### src/rtl/imm_decode_stage.sv
// Registered immediate-decode stage between fetch and execute: decodes every
// RV32I/RV64I immediate format, optionally forms pc+imm, and buffers via a 2-entry skid.
module imm_decode_stage #(
  parameter int XLEN   = 32,
  parameter bit TGT_EN = 1'b1
) (
  input  logic            clk,
  input  logic            rstn,
  input  logic            flush,
  input  logic            in_valid,
  output logic            in_ready,
  input  logic [31:0]     in_inst,
  input  logic [XLEN-1:0] in_pc,
  output logic            out_valid,
  input  logic            out_ready,
  output logic [31:0]     out_inst,
  output logic [XLEN-1:0] out_pc,
  output logic [XLEN-1:0] out_imm,
  output logic [2:0]      out_fmt,
  output logic [XLEN-1:0] out_target,
  output logic            out_illegal
);

  localparam logic [2:0] FMT_NONE  = 3'd0;
  localparam logic [2:0] FMT_I     = 3'd1;
  localparam logic [2:0] FMT_S     = 3'd2;
  localparam logic [2:0] FMT_B     = 3'd3;
  localparam logic [2:0] FMT_U     = 3'd4;
  localparam logic [2:0] FMT_J     = 3'd5;
  localparam logic [2:0] FMT_ZIMM  = 3'd6;
  localparam logic [2:0] FMT_SHAMT = 3'd7;

  typedef struct packed {
    logic [31:0]     inst;
    logic [XLEN-1:0] pc;
    logic [XLEN-1:0] imm;
    logic [2:0]      fmt;
    logic [XLEN-1:0] tgt;
    logic            ill;
  } entry_t;

  entry_t          dec;
  entry_t          main_q;
  entry_t          skid_q;
  logic            main_v;
  logic            skid_v;
  logic            rdy_q;

  logic [XLEN-1:0] imm_i, imm_s, imm_b, imm_u, imm_j, imm_z, imm_sh, imm_sh5;
  logic [5:0]      shamt6;
  logic [2:0]      f3;
  logic            f3_shift;

  assign f3       = in_inst[14:12];
  assign f3_shift = (f3 == 3'b001) || (f3 == 3'b101);
  assign shamt6   = (XLEN == 64) ? in_inst[25:20] : {1'b0, in_inst[24:20]};

  assign imm_i   = XLEN'($signed(in_inst[31:20]));
  assign imm_s   = XLEN'($signed({in_inst[31:25], in_inst[11:7]}));
  assign imm_b   = XLEN'($signed({in_inst[31], in_inst[7], in_inst[30:25], in_inst[11:8], 1'b0}));
  assign imm_u   = XLEN'($signed({in_inst[31:12], 12'h000}));
  assign imm_j   = XLEN'($signed({in_inst[31], in_inst[19:12], in_inst[20], in_inst[30:21], 1'b0}));
  assign imm_z   = XLEN'(in_inst[19:15]);
  assign imm_sh  = XLEN'(shamt6);
  assign imm_sh5 = XLEN'(in_inst[24:20]);

  // Decode is purely combinational on the offered word; only the result is registered.
  always_comb begin
    dec      = '0;
    dec.inst = in_inst;
    dec.pc   = in_pc;
    dec.ill  = 1'b0;
    if (in_inst[1:0] != 2'b11) begin
      dec.ill = 1'b1;
    end else begin
      case (in_inst[6:0])
        7'b0000011, 7'b1100111, 7'b0001111: begin dec.fmt = FMT_I; dec.imm = imm_i; end
        7'b0010011: begin
          if (f3_shift) begin dec.fmt = FMT_SHAMT; dec.imm = imm_sh; end
          else          begin dec.fmt = FMT_I;     dec.imm = imm_i;  end
        end
        7'b0100011: begin dec.fmt = FMT_S; dec.imm = imm_s; end
        7'b1100011: begin dec.fmt = FMT_B; dec.imm = imm_b; end
        7'b0110111, 7'b0010111: begin dec.fmt = FMT_U; dec.imm = imm_u; end
        7'b1101111: begin dec.fmt = FMT_J; dec.imm = imm_j; end
        7'b1110011: begin
          if (f3[2]) begin dec.fmt = FMT_ZIMM; dec.imm = imm_z; end
          else       begin dec.fmt = FMT_I;    dec.imm = imm_i; end
        end
        7'b0110011: dec.fmt = FMT_NONE;
        7'b0011011: begin
          if (XLEN != 64)    dec.ill = 1'b1;
          else if (f3_shift) begin dec.fmt = FMT_SHAMT; dec.imm = imm_sh5; end
          else               begin dec.fmt = FMT_I;     dec.imm = imm_i;   end
        end
        7'b0111011: dec.ill = (XLEN != 64);
        default:    dec.ill = 1'b1;
      endcase
    end
    dec.tgt = TGT_EN ? (in_pc + dec.imm) : '0;
  end

  // Handshake: a word moves on a rising edge only when its valid and ready are both
  // high; valid never waits on ready, and in_ready is exactly ~skid_v held in a flop.
  logic acc, xfer;
  assign acc  = in_valid & rdy_q;
  assign xfer = main_v & out_ready;

  always_ff @(posedge clk or negedge rstn) begin
    if (!rstn) begin
      main_q <= '0;
      skid_q <= '0;
      main_v <= 1'b0;
      skid_v <= 1'b0;
      rdy_q  <= 1'b1;
    end else if (flush) begin
      main_v <= 1'b0;
      skid_v <= 1'b0;
      rdy_q  <= 1'b1;
    end else if (xfer) begin
      if (skid_v) begin
        main_q <= skid_q;
        skid_v <= 1'b0;
        rdy_q  <= 1'b1;
      end else if (acc) begin
        main_q <= dec;
      end else begin
        main_v <= 1'b0;
      end
    end else if (acc) begin
      if (!main_v) begin
        main_q <= dec;
        main_v <= 1'b1;
      end else begin
        skid_q <= dec;
        skid_v <= 1'b1;
        rdy_q  <= 1'b0;
      end
    end
  end

  assign in_ready    = rdy_q;
  assign out_valid   = main_v;
  assign out_inst    = main_q.inst;
  assign out_pc      = main_q.pc;
  assign out_imm     = main_q.imm;
  assign out_fmt     = main_q.fmt;
  assign out_target  = main_q.tgt;
  assign out_illegal = main_q.ill;

endmodule

### config.mk
export PLATFORM = sky130hd
export DESIGN_NAME = imm_decode_stage
export DESIGN_NICKNAME = d
export VERILOG_FILES = /design/src/rtl/imm_decode_stage.sv
export SDC_FILE = /design/constraint.sdc
export NUM_CORES = 1
export LEC_CHECK = 0
export CAP_MARGIN = 20
export CORE_ASPECT_RATIO = 2
export CORE_MARGIN = 3
export CORE_UTILIZATION = 50
export CTS_CLUSTER_SIZE = 16
export DETAILED_ROUTE_END_ITERATION = 10
export PLACE_DENSITY = 0.84
export SLEW_MARGIN = 15
export SYNTH_ARGS = -nofsm -noshare
export SYNTH_HDL_FRONTEND = slang
export SYNTH_SLANG_ARGS = --single-unit
### constraint.sdc
create_clock -name clk -period 2.14 [get_ports clk]
set_clock_uncertainty 0.2 [all_clocks]
set_input_delay 0.214 -clock clk [delete_from_list [all_inputs] [get_ports clk]]
set_output_delay 0.214 -clock clk [all_outputs]
set_load 0.02 [all_outputs]
==> flow_metrics.tcl, run 1 <==
set metrics [dict create \
    synth_enable_flop_cells 0 \
    diodes 0 \
    hp-start "in_inst[12]" \
    whs_endpoint "skid_q[112]" \
    met1_length_um 17960 \
    io_pins 203 \
    status "finished, violations left" \
    place.detailed.hpwl_um 36960 \
    grt_pass1_wl_um 81220 \
    ys_ff_latch 267 \
    netlist.area_leader.share_pct 49.14 \
    syn_to_final_growth_pct 60.54 \
    cts_sinks 267 \
    worstSkewPairLatency_ns 0.55 \
    violations "negative setup slack" \
    die_h_um 238.8 \
    cts_buffers 24 \
    worstSetupStartpoint "in_inst[2]" \
    synth_area_leaders "dfrtp_1 (49%), nand2_1 (15%), a31oi_1 (4.2%)" \
    startpoint_type "primary input" \
    crit_type "in -> reg" \
    met3_wirelength_um 4435 \
    rrSetupSlack_ns 0.02 \
    drc 0 \
    async_flop_share_pct 100.0 \
    routed-wl-met2_um 28800 \
    setup.worst_path.end_class "flip-flop" \
    ys_top_cells_by_count "nand2_1 (551), dfrtp_1 (266), nor2_1 (138)" \
    clockBufferDepth 3 \
    timing.rr.start "in_ready" \
    period_share_pct 153.6 \
    hold_path_class "in -> reg" \
    fin_util_pct 82.11 \
    syn-num-nets 1730 \
    min_period_ns 3.286 \
    grt_setup_unrepaired "true" \
    worstPathMaxFanout 4 \
    postRouteAntennaNets 0 \
    ys_types 72 \
    netlist_instances 1629 \
    core_mm2 0.02649 \
    timing.setup.tns_ns -50.99 \
    synth.most_common_cell "nand2_1" \
    hold_viol 0 \
    row_count 84 \
    crit_required_ns 2.40 \
    drt-initial-drc-count 1901 \
    setup_viol 60 \
    nets 2244 \
    ys_seq_area_share_pct 49.33 \
    hold_depth 4 \
    initial_utilization_pct 51.15 \
    ys.flop_type "dfrtp_1" \
    hold_slack_ns 0.02866 \
    yosysWarnings 0 \
    vias_per_cell 6.127 \
    r2r_cells 4 \
    power_density_mw_per_mm2 734.5 \
    slew_headroom_pct 60.10 \
    antenna_found_initial 0 \
    leakage_uw 0.01025 \
    vias 15343 \
    grt_max_degree 63 \
    clockRootBuffer "clkbuf_16" \
    grt-ovfl-total 0 \
    ir_worst_vdd_mv 1.020 \
    synth_area_per_cell_um2 8.316 \
    gp_routability_congestion 0.9636 \
    r2r-end "out_imm[3]" \
    drive_gt1_share_pct 30.79 \
    cts_tree "yes" \
    wirelength_um 57070 \
    wl_per_cell_um 22.79 \
    grtUsageTotal_pct 35.72 \
    top_layer "met4" \
    finalWorstSetupSlack_ns -1.146 \
    maxSlewViolCount 0 \
    fp.dieW_um 122.4 \
    netlist_area_mm2 0.01355 \
    place_ws_ns -2.106 \
    fmax_ghz 0.3043 \
    htree_num_levels 1 \
    worst_pin_slew_ns 0.5963 \
    worstPathArrival_ns 3.55 \
    die_area_mm2 0.02922 \
    place.port_buffers 202 \
    drt-pass1-iter-count 8 \
    cts.clk_slew.worst_paths_ns 0.07 \
    grt_pass1_vias 15232 \
    maxCapViolations 0 \
    synth_area_leader_cell "dfrtp_1" \
]
-- critical path, cell delays in order --
cell	delay, ns
buf_8	0.10
buf_6	0.11
buf_12	0.12
nor2_4	0.12
nand2_4	0.09
nor3_4	0.33
buf_6	0.17
buf_4	0.12
a22o_4	0.18
a21o_1	0.17
ha_4	0.19
a21o_1	0.14
a21oi_1	0.08
buf_4	0.17
a211oi_4	0.38
buf_4	0.18
o31a_1	0.17
o21ai_2	0.07
xnor2_1	0.12
buf_4	0.15
o22ai_2	0.16
-- worst max path at each step --
stage | to | slack (ns) | cells past startpoint
2_1_floorplan | out_target[28] | -1.20 | 18
3_3_place_gp | skid_q[31] | -2.08 | 19
3_5_place_dp | out_target[23] | -2.11 | 16
4_1_cts | out_target[24] | -1.10 | 21
5_1_grt | out_target[16] | -1.24 | 21
6_report | out_target[16] | -1.15 | 21
-- layout make-up --
cell class,count,area [um2]
Clock buffer,33,695.7
Clock inverter,10,165.2
Fill cell,1474,4737
Inverter,17,63.81
Multi-Input combinational cell,1243,8112
Sequential cell,267,6683
Tap cell,344,430.4
Timing Repair Buffer,590,5599
-- state kept, by name (all words and copies together), names as in the netlist, 3 cells and up --
register	cells
out_inst	32
out_imm	32
out_target	32
out_pc	32
out_fmt	3
skid_q	132
-- report_power, final --
| group | internal (uW) | leakage [uW] | switching [uW] |
|---|---|---|---|
| clock | 2770 | 0.000411 | 2050 |
| sequential | 6040 | 0.00329 | 661 |
| combinational | 2060 | 0.00655 | 2400 |
-- layout by cell type (no fill, tap or decap), drive strengths merged, types with 10 or more instances in the layout --
cell / instances
nand2: 551
buf: 381
dfrtp: 266
clkdlybuf4s50: 189
nor2: 138
o21ai: 91
a31oi: 90
a21oi: 70
clkbuf: 36
a21o: 35
ha: 31
nand3: 26
inv: 18
nor3: 16
mux2i: 15
xnor2: 14
o21a: 13
and2: 13
dlygate4sd3: 12
nand4: 11
and3: 10
o22ai: 10
a211oi: 10
-- metrics by stage --
stage	power [uW]	std cells	area (um2)
6_report	15970	2504	21750
5_1_grt	16550	2504	21750
4_1_cts	15680	2485	21010
3_5_place_dp	10670	2377	18700
3_3_place_gp	10500	2377	18700
2_1_floorplan	8493	1629	13990
-- what timing repair did --
action / in CTS / in global routing
endpoints found under the hold margin: 277 / 2
buffers inserted: 56 / 23
resized for setup: 230 / 122
hold buffers: 10 / 2
gates cloned: 0 / 1
pin swaps: 117 / 98
endpoints found under the setup margin: 78 / 115
-- per-layer routing --
| layer | global-route usage, % | vias up |
|---|---|---|
| met2 | 62.04 | 1082 |
| li1 | - | 6553 |
| met3 | 4.689 | 385 |
| met1 | 38.25 | 7323 |
| met5 | 0 | - |
| met4 | 28.21 | 0 |
-- kinds of logic after synthesis --
| family | synth area share [%] |
|---|---|
| buffers and inverters | 3.436 |
| AND/OR/NAND/NOR | 23.94 |
| flip-flops | 49.33 |
| multiplexers | 1.358 |
| AO/OA/AOI/OAI | 17.44 |
| XOR/XNOR | 1.487 |
| adder cells (fa/ha/maj) | 3.011 |
Power figures use the tool's default switching activity.
==> inputs of run 2 (changes only) <==
Settings changed: CORE_ASPECT_RATIO 2 to 1.5.
==> flow_metrics.tcl, run 2 (synthesis gave the netlist of run 1 again) <==
set metrics [dict create \
    htree_num_levels 1 \
    fin_util_pct 81.09 \
    grt-ovfl-total 0 \
    slew_headroom_pct 34.88 \
    clockRootBuffer "clkbuf_16" \
    place_ws_ns -2.132 \
    place.port_buffers 202 \
    p_comb_share_pct 26.7 \
    hold_slack_ns 0.007162 \
    min_period_ns 3.250 \
    fin_cells 2498 \
    hold_viol 0 \
    antenna_found_initial 0 \
    die_area_mm2 0.02915 \
    drc 0 \
    p_sw_share_pct 31.02 \
    final_common_cell "nand2_1" \
    final_cell_mix "nand2_1 (529), buf_4 (296), dfrtp_1 (266), clkdlybuf4s50_1 (189), nor2_1 (126)" \
    row_count 73 \
    drt-pass1-iter-count 6 \
    grt_max_degree 74 \
    worstSkewPairLatency_ns 0.56 \
    crit_type "in -> reg" \
    grt_pass1_wl_um 82530 \
    core_mm2 0.02658 \
    p_sw_uw 5133 \
    violations "negative setup slack" \
    placed_cell_area_mm2 0.01848 \
    startpoint_type "primary input" \
    period_share_pct 151.9 \
    grt_pass1_vias 15398 \
    worstPathMaxFanout 6 \
    clockBufferDepth 3 \
    worst_pin_slew_ns 0.9736 \
    top_register "skid_q" \
    drt-initial-drc-count 1567 \
    initial_utilization_pct 50.97 \
    fmax_ghz 0.3077 \
    vias 15205 \
    wirelength_um 56580 \
    leakage_uw 0.01024 \
    postRouteAntennaNets 0 \
    vias_per_cell 6.087 \
    cts.clk_slew.worst_paths_ns 0.06 \
    drive_gt1_share_pct 30.09 \
    cts_tree "yes" \
    fp.dieW_um 140.4 \
    maxSlewViolCount 0 \
    gp_routability_congestion 0.9931 \
    worstPathArrival_ns 3.49 \
    nets 2242 \
    fin_area_mm2 0.02155 \
    syn_to_final_growth_pct 59.11 \
    setup_viol 61 \
    ir_worst_vdd_mv 0.9993 \
    hold_path_class "in -> reg" \
    grt_setup_unrepaired "true" \
    wl_per_cell_um 22.65 \
    seqPwrFrac_pct 40.5 \
    cts_sinks 267 \
    status "finished, violations left" \
    grtUsageTotal_pct 35.50 \
    crit_required_ns 2.38 \
    die_h_um 207.6 \
    largest_reg_flops 132 \
    power_density_mw_per_mm2 767.7 \
    maxCapViolations 0 \
    place.detailed.hpwl_um 35390 \
    power.internal_uw 11410 \
    dp.cells 2360 \
    setup.worst_path.end_class "flip-flop" \
    clkPwrFrac_pct 32.8 \
    io_pins 203 \
    cts_buffers 26 \
    finalWorstSetupSlack_ns -1.110 \
]
==> run 2: layout make-up <==
type,instances,area (um2)
sequential,267,6683
fill,1435,5025
antenna,1,2.502
clock buffer,35,755.7
clock inverter,12,247.7
inverter,17,72.57
tap,337,421.7
multi-input combinational,1243,7891
timing repair buffer,586,5480
==> run 2: layer usage <==
layer	GRT usage, %	wire length [um]	vias up
li1	-	-	6561
met1	39.49	18790	7277
met2	63.36	28380	1016
met3	4.609	4566	351
met4	22.20	4846	0
met5	0	0	-
==> run 2: power groups by stage <==
stage | Sequential (uW) | Clock [uW] | Combinational (uW)
2_1_floorplan | 7100 | 0 | 1390
3_3_place_gp | 6660 | 0 | 3780
3_5_place_dp | 6720 | 0 | 3900
4_1_cts | 6640 | 5430 | 4150
5_1_grt | 6780 | 5640 | 4710
6_report | 6700 | 5420 | 4420
==> run 2: repair_timing <==
item                                   in CTS  in global routing
gates cloned                                0                  2
pin swaps                                 117                 90
setup buffers                              56                 35
endpoints found under the hold margin     279                  2
setup endpoints to repair                  80                 78
resized for setup                         231                103
hold buffers                                9                  2
==> run 2: critical path, cell delays in order <==
cell and delay (ns):
buf_12 0.11, buf_4 0.14, nand2_4 0.06, o21bai_4 0.12
a21oi_4 0.08, o21ai_4 0.20, nand2_2 0.10, a221oi_4 0.30
inv_1 0.12, ha_2 0.20, inv_2 0.05, fa_2 0.18
and2b_2 0.24, o2111ai_4 0.24, a211oi_4 0.12, buf_6 0.15
buf_6 0.11, o31a_1 0.27, or3_4 0.35, nand3_2 0.08
nand2_1 0.05
==> run 2: metrics by stage <==
stage	power (uW)	setup TNS, ns
6_report	16550	-53.05
5_1_grt	17120	-57.37
4_1_cts	16230	-44.76
3_5_place_dp	10620	-147.16
3_3_place_gp	10450	-135.56
2_1_floorplan	8493	-51.88
==> run 2: final timing paths <==
| path | from | end | slack [ns] | cells after the start |
|---|---|---|---|---|
| min reg2reg | skid_q[97] | skid_q[97] | 0.28 | 2 |
| min | in_inst[6] | out_inst[6] | 0.007 | 5 |
| max reg2reg | in_ready | out_pc[7] | 0.03 | 7 |
| max | in_inst[5] | skid_q[15] | -1.11 | 21 |
| max in group asynchronous | rstn | out_illegal | 0.31 | 3 |
| min in group asynchronous | rstn | skid_q[67] | 0.09 | 3 |
